### config.mk
export PLATFORM = sky130hd
export DESIGN_NAME = adc_scan_sequencer_flat
export DESIGN_NICKNAME = d
export VERILOG_FILES = /design/src/rtl/adc_scan_sequencer_pkg.sv /design/src/rtl/adc_scan_sequencer_if.sv /design/src/rtl/adc_scan_sequencer_picker.sv /design/src/rtl/adc_scan_sequencer.sv /design/src/flat_wrapper.sv
export SDC_FILE = /design/constraint.sdc
export NUM_CORES = 1
export LEC_CHECK = 0
export BUFFER_PORTS_ARGS = -buffer_cell sky130_fd_sc_hd__buf_4
export CELL_PAD_IN_SITES_DETAIL_PLACEMENT = 1
export CELL_PAD_IN_SITES_GLOBAL_PLACEMENT = 1
export CORE_ASPECT_RATIO = 2
export CORE_MARGIN = 2
export CORE_UTILIZATION = 38
export DETAILED_ROUTE_END_ITERATION = 12
export GPL_TIMING_DRIVEN = 0
export PLACE_DENSITY = 0.72
export SLEW_MARGIN = 5
export SYNTH_ARGS = -nofsm -noshare
export SYNTH_HDL_FRONTEND = slang
export SYNTH_SLANG_ARGS = --single-unit
export TNS_END_PERCENT = 10
### constraint.sdc
create_clock -name clk -period 4.9 [get_ports clk]
set_input_delay 0.245 -clock clk [delete_from_list [all_inputs] [get_ports clk]]
set_output_delay 0.245 -clock clk [all_outputs]
set_load 0.05 [all_outputs]
### src/rtl/adc_scan_sequencer_pkg.sv
// Shared definitions for the ADC scan sequencer and the LED bar-graph display logic.
package adc_scan_sequencer_pkg;

  localparam int ADC_RES    = 12;
  localparam int LED_CNT    = 8;
  localparam int CH_CNT_DEF = 4;

  typedef enum logic [2:0] {
    S_IDLE,
    S_SELECT,
    S_START,
    S_CONVERT,
    S_WAIT
  } seq_state_e;

  // Counter width that never collapses to zero bits.
  function automatic int clog2_min1(input int v);
    return (v > 1) ? $clog2(v) : 1;
  endfunction

endpackage

### src/rtl/adc_scan_sequencer_if.sv
// Conversion handshake between the scan sequencer (master) and the ADC front-end (slave).
interface adc_scan_sequencer_if #(
  parameter int CH_W = 2,
  parameter int RES  = adc_scan_sequencer_pkg::ADC_RES
);
  logic            adc_start;
  logic [CH_W-1:0] adc_chan;
  logic            adc_done;
  logic [RES-1:0]  adc_data;

  modport master (output adc_start, output adc_chan, input adc_done, input adc_data);
  modport slave  (input adc_start, input adc_chan, output adc_done, output adc_data);
endinterface

### src/rtl/adc_scan_sequencer_picker.sv
// adc_chan_picker: lowest masked channel at or above the scan pointer (pure combinational).
module adc_chan_picker #(
  parameter int CH_CNT = 4,
  parameter int CH_W   = 2
) (
  input  logic [CH_CNT-1:0] mask_i,
  input  logic [CH_W:0]     ptr_i,
  output logic [CH_W-1:0]   idx_o,
  output logic              found_o
);
  import adc_scan_sequencer_pkg::*;

  // Walk downwards so the last hit, i.e. the lowest index, wins.
  always_comb begin
    idx_o   = '0;
    found_o = 1'b0;
    for (int i = CH_CNT - 1; i >= 0; i--) begin
      if (mask_i[i] && (i >= int'(ptr_i))) begin
        idx_o   = CH_W'(i);
        found_o = 1'b1;
      end
    end
  end

endmodule

### src/rtl/adc_scan_sequencer.sv
// Round-robin ADC scan sequencer: paces scans, triggers conversions, keeps one result per channel.
// Build option ADC_SEQ_AVG_EN: store a 2-tap running average instead of the raw sample.
module adc_scan_sequencer #(
  parameter int CH_CNT   = adc_scan_sequencer_pkg::CH_CNT_DEF,
  parameter int CH_W     = 2,
  parameter int ADC_RES  = adc_scan_sequencer_pkg::ADC_RES,
  parameter int INTERVAL = 1000,
  parameter int TIMEOUT  = 255
) (
  input  logic                      clk,
  input  logic                      resetn,
  input  logic                      enable,
  input  logic [CH_CNT-1:0]         ch_mask,
  adc_scan_sequencer_if.master      adc,
  input  logic [CH_W-1:0]           disp_sel,
  output logic [ADC_RES-1:0]        disp_data,
  output logic                      disp_valid,
  output logic                      scan_done,
  output logic                      timeout_err,
  input  logic                      err_clr
);
  import adc_scan_sequencer_pkg::*;

  localparam int PTR_W = CH_W + 1;
  localparam int IV_W  = clog2_min1(INTERVAL);
  localparam int TO_W  = clog2_min1(TIMEOUT + 1);
  localparam logic [IV_W-1:0] IV_RELOAD = IV_W'(INTERVAL - 1);
  localparam logic [TO_W-1:0] TO_MAX    = TO_W'(TIMEOUT);

  seq_state_e state_q, state_d;

  logic [PTR_W-1:0]                ptr_q, ptr_d;
  logic [CH_W-1:0]                 chan_q, chan_d;
  logic [IV_W-1:0]                 iv_q, iv_d;
  logic [TO_W-1:0]                 to_q, to_d, to_inc;
  logic [CH_CNT-1:0][ADC_RES-1:0]  res_q, res_d;
  logic [CH_CNT-1:0]               vld_q, vld_d;
  logic                            done_q, done_d;
  logic                            err_q, err_d;
  logic [ADC_RES-1:0]              disp_data_q, disp_data_d;
  logic                            disp_vld_q, disp_vld_d;

  logic                            pick_found;
  logic [CH_W-1:0]                 pick_idx;
  logic                            conv_ack, conv_to;
  logic [ADC_RES-1:0]              store_val;

  adc_chan_picker #(.CH_CNT(CH_CNT), .CH_W(CH_W)) u_picker (
    .mask_i  (ch_mask),
    .ptr_i   (ptr_q),
    .idx_o   (pick_idx),
    .found_o (pick_found)
  );

  assign to_inc   = (to_q == TO_MAX) ? to_q : to_q + 1'b1;
  assign conv_ack = (state_q == S_CONVERT) && adc.adc_done;
  // A done in the same cycle as the limit still counts as a good conversion.
  assign conv_to  = (state_q == S_CONVERT) && !adc.adc_done && (to_inc == TO_MAX);

`ifdef ADC_SEQ_AVG_EN
  logic [ADC_RES:0] avg_sum;
  always_comb begin
    avg_sum   = {1'b0, res_q[chan_q]} + {1'b0, adc.adc_data} + {{ADC_RES{1'b0}}, 1'b1};
    store_val = vld_q[chan_q] ? avg_sum[ADC_RES:1] : adc.adc_data;
  end
`else
  assign store_val = adc.adc_data;
`endif

  always_ff @(posedge clk or negedge resetn) begin
    if (!resetn) state_q <= S_IDLE;
    else         state_q <= state_d;
  end

  always_comb begin
    state_d = state_q;
    case (state_q)
      S_IDLE:    if (enable && |ch_mask) state_d = S_SELECT;
      S_SELECT: begin
        if (!enable)        state_d = S_IDLE;
        else if (pick_found) state_d = S_START;
        else                state_d = S_WAIT;
      end
      S_START:   state_d = S_CONVERT;
      S_CONVERT: if (conv_ack || conv_to) state_d = S_SELECT;
      S_WAIT: begin
        if (!enable)         state_d = S_IDLE;
        else if (iv_q == '0) state_d = S_SELECT;
      end
      default:   state_d = S_IDLE;
    endcase
  end

  always_comb begin
    adc.adc_start = (state_q == S_START);
    adc.adc_chan  = chan_q;
    scan_done     = done_q;
    timeout_err   = err_q;
    disp_data     = disp_data_q;
    disp_valid    = disp_vld_q;
  end

  always_comb begin
    ptr_d  = ptr_q;
    chan_d = chan_q;
    iv_d   = iv_q;
    to_d   = to_q;
    res_d  = res_q;
    vld_d  = vld_q;
    done_d = 1'b0;
    err_d  = err_q;

    // Interval runs during the whole scan and parks at 0 on overrun until WAIT is reached.
    if (state_q != S_IDLE && iv_q != '0) iv_d = iv_q - 1'b1;

    case (state_q)
      S_IDLE: if (enable && |ch_mask) begin
        iv_d  = IV_RELOAD;
        ptr_d = '0;
      end
      S_SELECT: if (enable) begin
        if (pick_found) chan_d = pick_idx;
        else            done_d = 1'b1;
      end
      S_START:   to_d = '0;
      S_CONVERT: begin
        to_d = to_inc;
        if (conv_ack) begin
          res_d[chan_q] = store_val;
          vld_d[chan_q] = 1'b1;
        end
        if (conv_ack || conv_to) ptr_d = {1'b0, chan_q} + 1'b1;
      end
      S_WAIT: if (enable && iv_q == '0) begin
        ptr_d = '0;
        iv_d  = IV_RELOAD;
      end
      default: ;
    endcase

    if (conv_to) err_d = 1'b1;
    if (err_clr) err_d = 1'b0;

    // Mux from next-state so a fresh store is visible one cycle after adc_done.
    disp_data_d = '0;
    disp_vld_d  = 1'b0;
    if (int'(disp_sel) < CH_CNT) begin
      disp_data_d = res_d[disp_sel];
      disp_vld_d  = vld_d[disp_sel];
    end
  end

  always_ff @(posedge clk or negedge resetn) begin
    if (!resetn) begin
      ptr_q       <= '0;
      chan_q      <= '0;
      iv_q        <= '0;
      to_q        <= '0;
      res_q       <= '0;
      vld_q       <= '0;
      done_q      <= 1'b0;
      err_q       <= 1'b0;
      disp_data_q <= '0;
      disp_vld_q  <= 1'b0;
    end else begin
      ptr_q       <= ptr_d;
      chan_q      <= chan_d;
      iv_q        <= iv_d;
      to_q        <= to_d;
      res_q       <= res_d;
      vld_q       <= vld_d;
      done_q      <= done_d;
      err_q       <= err_d;
      disp_data_q <= disp_data_d;
      disp_vld_q  <= disp_vld_d;
    end
  end

endmodule
### src/flat_wrapper.sv
// flat-port wrapper written by rule: the top's interface ports become plain ports
module adc_scan_sequencer_flat import adc_scan_sequencer_pkg::*;
#(
  parameter int CH_CNT   = adc_scan_sequencer_pkg::CH_CNT_DEF,
  parameter int CH_W     = 2,
  parameter int ADC_RES  = adc_scan_sequencer_pkg::ADC_RES,
  parameter int INTERVAL = 1000,
  parameter int TIMEOUT  = 255
)
  (clk, resetn, enable, ch_mask, disp_sel, disp_data, disp_valid, scan_done, timeout_err, err_clr, adc_adc_start, adc_adc_chan, adc_adc_done, adc_adc_data);
  adc_scan_sequencer_if #(.CH_W(CH_W)) adc_i ();
  input  logic clk;
  input  logic resetn;
  input  logic enable;
  input  logic [CH_CNT-1:0] ch_mask;
  input  logic [CH_W-1:0] disp_sel;
  output logic [ADC_RES-1:0] disp_data;
  output logic disp_valid;
  output logic scan_done;
  output logic timeout_err;
  input  logic err_clr;
  output wire logic [$bits(adc_i.adc_start)-1:0] adc_adc_start;
  output wire logic [$bits(adc_i.adc_chan)-1:0] adc_adc_chan;
  input wire logic [$bits(adc_i.adc_done)-1:0] adc_adc_done;
  input wire logic [$bits(adc_i.adc_data)-1:0] adc_adc_data;
  assign adc_adc_start = adc_i.adc_start;
  assign adc_adc_chan = adc_i.adc_chan;
  assign adc_i.adc_done = adc_adc_done;
  assign adc_i.adc_data = adc_adc_data;
  adc_scan_sequencer #(.CH_CNT(CH_CNT), .CH_W(CH_W), .ADC_RES(ADC_RES), .INTERVAL(INTERVAL), .TIMEOUT(TIMEOUT)) u_core (.clk(clk), .resetn(resetn), .enable(enable), .ch_mask(ch_mask), .adc(adc_i), .disp_sel(disp_sel), .disp_data(disp_data), .disp_valid(disp_valid), .scan_done(scan_done), .timeout_err(timeout_err), .err_clr(err_clr));
endmodule
==> metrics.txt <==
status complete, no violations; slew of the pin with the lowest slew margin 1.17 ns; synthesis-to-layout area growth 17.9%; Finished Cell Area 5090 um^2; pre-CTS setup slack 2.32 ns; mapped cell area 4320 um^2; via/cell ratio 5.36; final wirelength 9940 um; clock sink count 93; worst-path maximum fanout 9; Yosys reg bits 93; layout cells sized above 1 0.242; synth warn 0; Num CTS Buffers 9; non-filler instance count after layout 535; Pwr per Cell Area 613 nW/um^2; Final Skew 0.00948 ns; Clock Latency Late Sink 0.34 ns; post-synthesis xor/xnor area fraction 0.0101; Peak VDD IR 0.248 mV; Reg-to-Reg End u_core.ptr_q[0]; Reg area 2330 um^2; Yosys cell types 55; ys async rst share 1.00; Post-DP HPWL 7050 um; synthesized area per cell 12.8 um^2; Clock Path Buffers 2; # IOs 41; area post-placement 4790 um^2; grt total ovfl 0; switch share 0.365; top cells by count, synth dfrtp_1, mux2_1, nor2_1; Critical Path End Type register; Hold Buf Count CTS 0; adder-cell share of the synthesized area 0.0203; worst setup margin 2.31 ns; vias in the first global route 3,269; Die W 79.4 um; row count 55; reg-to-reg setup timing slack 2.31 ns; antenna violations before repair 0; worst min path class input pin to register; Synth Instances 338; largest net degree at the start of global routing 94; Crit path largest cell delay 0.59 ns; vias post-DR 2,867; ranking of synthesized cells by area dfrtp_1, mux2_1, mux4_2, mux2_2, ha_1; switching power 1140 uW; Final Max Slew Viols 0; required time of the critical path 5.12 ns; antenna-violating nets left 0; CP startpoint u_core.to_q[0]; most numerous cell in the Yosys netlist dfrtp_1; clock share of power 0.224; Simple-Gate Fraction of Synth Area 0.118; Reg clk slew, reported paths 0.07 ns; Setup Buffers After CTS 0; # port buffers 40; Post-synth EDFFs 0; Reg power frac 0.399; Setup Viol. Count Final 0; Seq/Total Area, Yosys 0.539; Main synth FF type dfrtp_1; # resized after CTS 0; die height 155 um; CP Cell Sequence ha_1 > and2_1 > nand2b_1 > a221oi_1 > nor3b_1 > a221o_1; Period minus WS final 2.59 ns; CP Capture Point u_core.ptr_q[0]; initial drt markers 72; Reg-to-Reg Start u_core.to_q[0]; first-pass GRT wire length 16,900 um; Initial Util 0.385; Cell Count Post-Placement 520; Final Hold Vio Count 0; Nets 419; Internal Pwr Total 1980 uW; critical path arrival 2.81 ns; startpoint types register; logic gate share of total power 0.377; final-layout fill cell count 1,202; Multi-input gate area 1890 um^2; mux cell area share after synthesis 0.198; routability congestion estimate 0.846; CP Class register to register; Synth top area share 0.539; Max Clk Rate 386 MHz; worst r2r path cells 6; dominant cell type by area after synthesis dfrtp_1; final worst path period share 0.529; TNS Setup 0 ns; antenna cells 0; GRT Total Usage 0.180; largest family of logic cells by synthesized area multiplexers; RSZ-0062 raised after global routing no; Synthesized Nets 368; First-pass DRT Iterations 5; Slowest-stage cell, CP a221oi_1; die area 12,300 um^2; Clock Root Buffer clkbuf_16; DRC 0; DR WL/cell 18.6 um; compound-gate portion of the synthesized area 0.0913; CTS tree built; Pleak 0.00223 uW; core area 11,200 um^2; max_cap viols 0; slew margin rel. 0.221; H-tree depth 3
==> layout by cell type (no fill, tap or decap), drive strengths merged, types with 2 or more instances in the layout <==
cell type	netlist	final
nand3b	3	3
ha	7	7
nor3b	3	3
mux2	49	49
xor2	3	3
a221o	4	4
o21ai	10	10
nand3	8	8
nand2b	8	8
nor3	2	2
clkbuf	6	15
nand4b	2	2
o21a	4	4
a22o	3	3
and2	3	3
nand4	5	5
nor2b	5	5
nor2	18	18
a21boi	2	2
xnor2	2	2
a41oi	2	2
dfrtp	93	93
clkinvlp	0	2
nor4	4	4
o211ai	2	2
a31oi	4	4
o31ai	3	3
and3	5	5
buf	9	49
inv	8	10
nand2	19	19
mux4	13	13
a21oi	13	13
==> area by class of cell <==
cell class / instances / area share
sequential: 93 / 0.457
multi-input combinational: 222 / 0.371
timing repair buffer: 40 / 0.0590
clock buffer: 9 / 0.0442
tap: 142 / 0.0349
clock inverter: 6 / 0.0140
buffer: 15 / 0.0135
inverter: 8 / 0.00590
==> worst min path at each step <==
stage                 start                endpoint  slack (ns)  depth (start not counted)
floorplan            resetn  u_core.adc.adc_chan[0]       -0.05                          0
global placement    err_clr      u_core.timeout_err        0.40                          2
detailed placement  err_clr      u_core.timeout_err        0.40                          2
CTS                 err_clr      u_core.timeout_err        0.04                          2
global route        err_clr      u_core.timeout_err        0.05                          2
finish              err_clr      u_core.timeout_err        0.05                          2
==> layer usage <==
layer / up-vias / track usage / routed length, um
met5: - / 0 / 0
met4: 0 / 0.0525 / 83
met3: 4 / 0.0239 / 226
met2: 42 / 0.347 / 5930
met1: 1478 / 0.198 / 3700
li1: 1343 / - / -
==> kinds of logic (layout without fill, tap and decap cells) <==
logic type	Yosys count	count (layout)
AND/OR/NAND/NOR	90	90
XOR/XNOR	5	5
flip-flops	93	93
buffers and inverters	23	78
AO/OA/AOI/OAI	57	57
multiplexers	63	63
adder cells (fa/ha/maj)	7	7
==> flip-flops by register name, indices dropped and copies added, names as in the netlist <==
signal and count:
u_core.to_q 8, u_core.disp_valid 1, u_core.res_q 48, u_core.disp_data 12, u_core.state_q 3, u_core.vld_q 4
u_core.adc.adc_chan 2, u_core.ptr_q 3, u_core.timeout_err 1, u_core.scan_done 1, u_core.iv_q 10
==> power by group through the flow <==
stage / clock (uW) / sequential (uW) / combinational [uW]
3_5_place_dp: 0 / 1260 / 1190
4_1_cts: 719 / 1250 / 1200
2_1_floorplan: 0 / 1420 / 663
3_3_place_gp: 0 / 1240 / 1140
5_1_grt: 750 / 1290 / 1300
6_report: 699 / 1240 / 1170
==> worst max-delay path, delay by kind of cell, from the launching register on <==
family	cells	cell delay, ns
AO/OA/AOI/OAI	2	0.98
adder cells (fa/ha/maj)	1	0.37
flip-flops	1	0.53
AND/OR/NAND/NOR	3	0.59
==> per-stage QoR <==
| step | hold slack (ns) | util | total power (uW) |
|---|---|---|---|
| after floorplan | -0.0506 | - | 2080 |
| after global placement | 0.397 | 0.427 | 2370 |
| after detailed placement | 0.404 | 0.427 | 2450 |
| after CTS | 0.0438 | 0.454 | 3170 |
| after global routing | 0.0470 | 0.454 | 3330 |
| final | 0.0510 | 0.454 | 3120 |
Power figures use the tool's default switching activity.
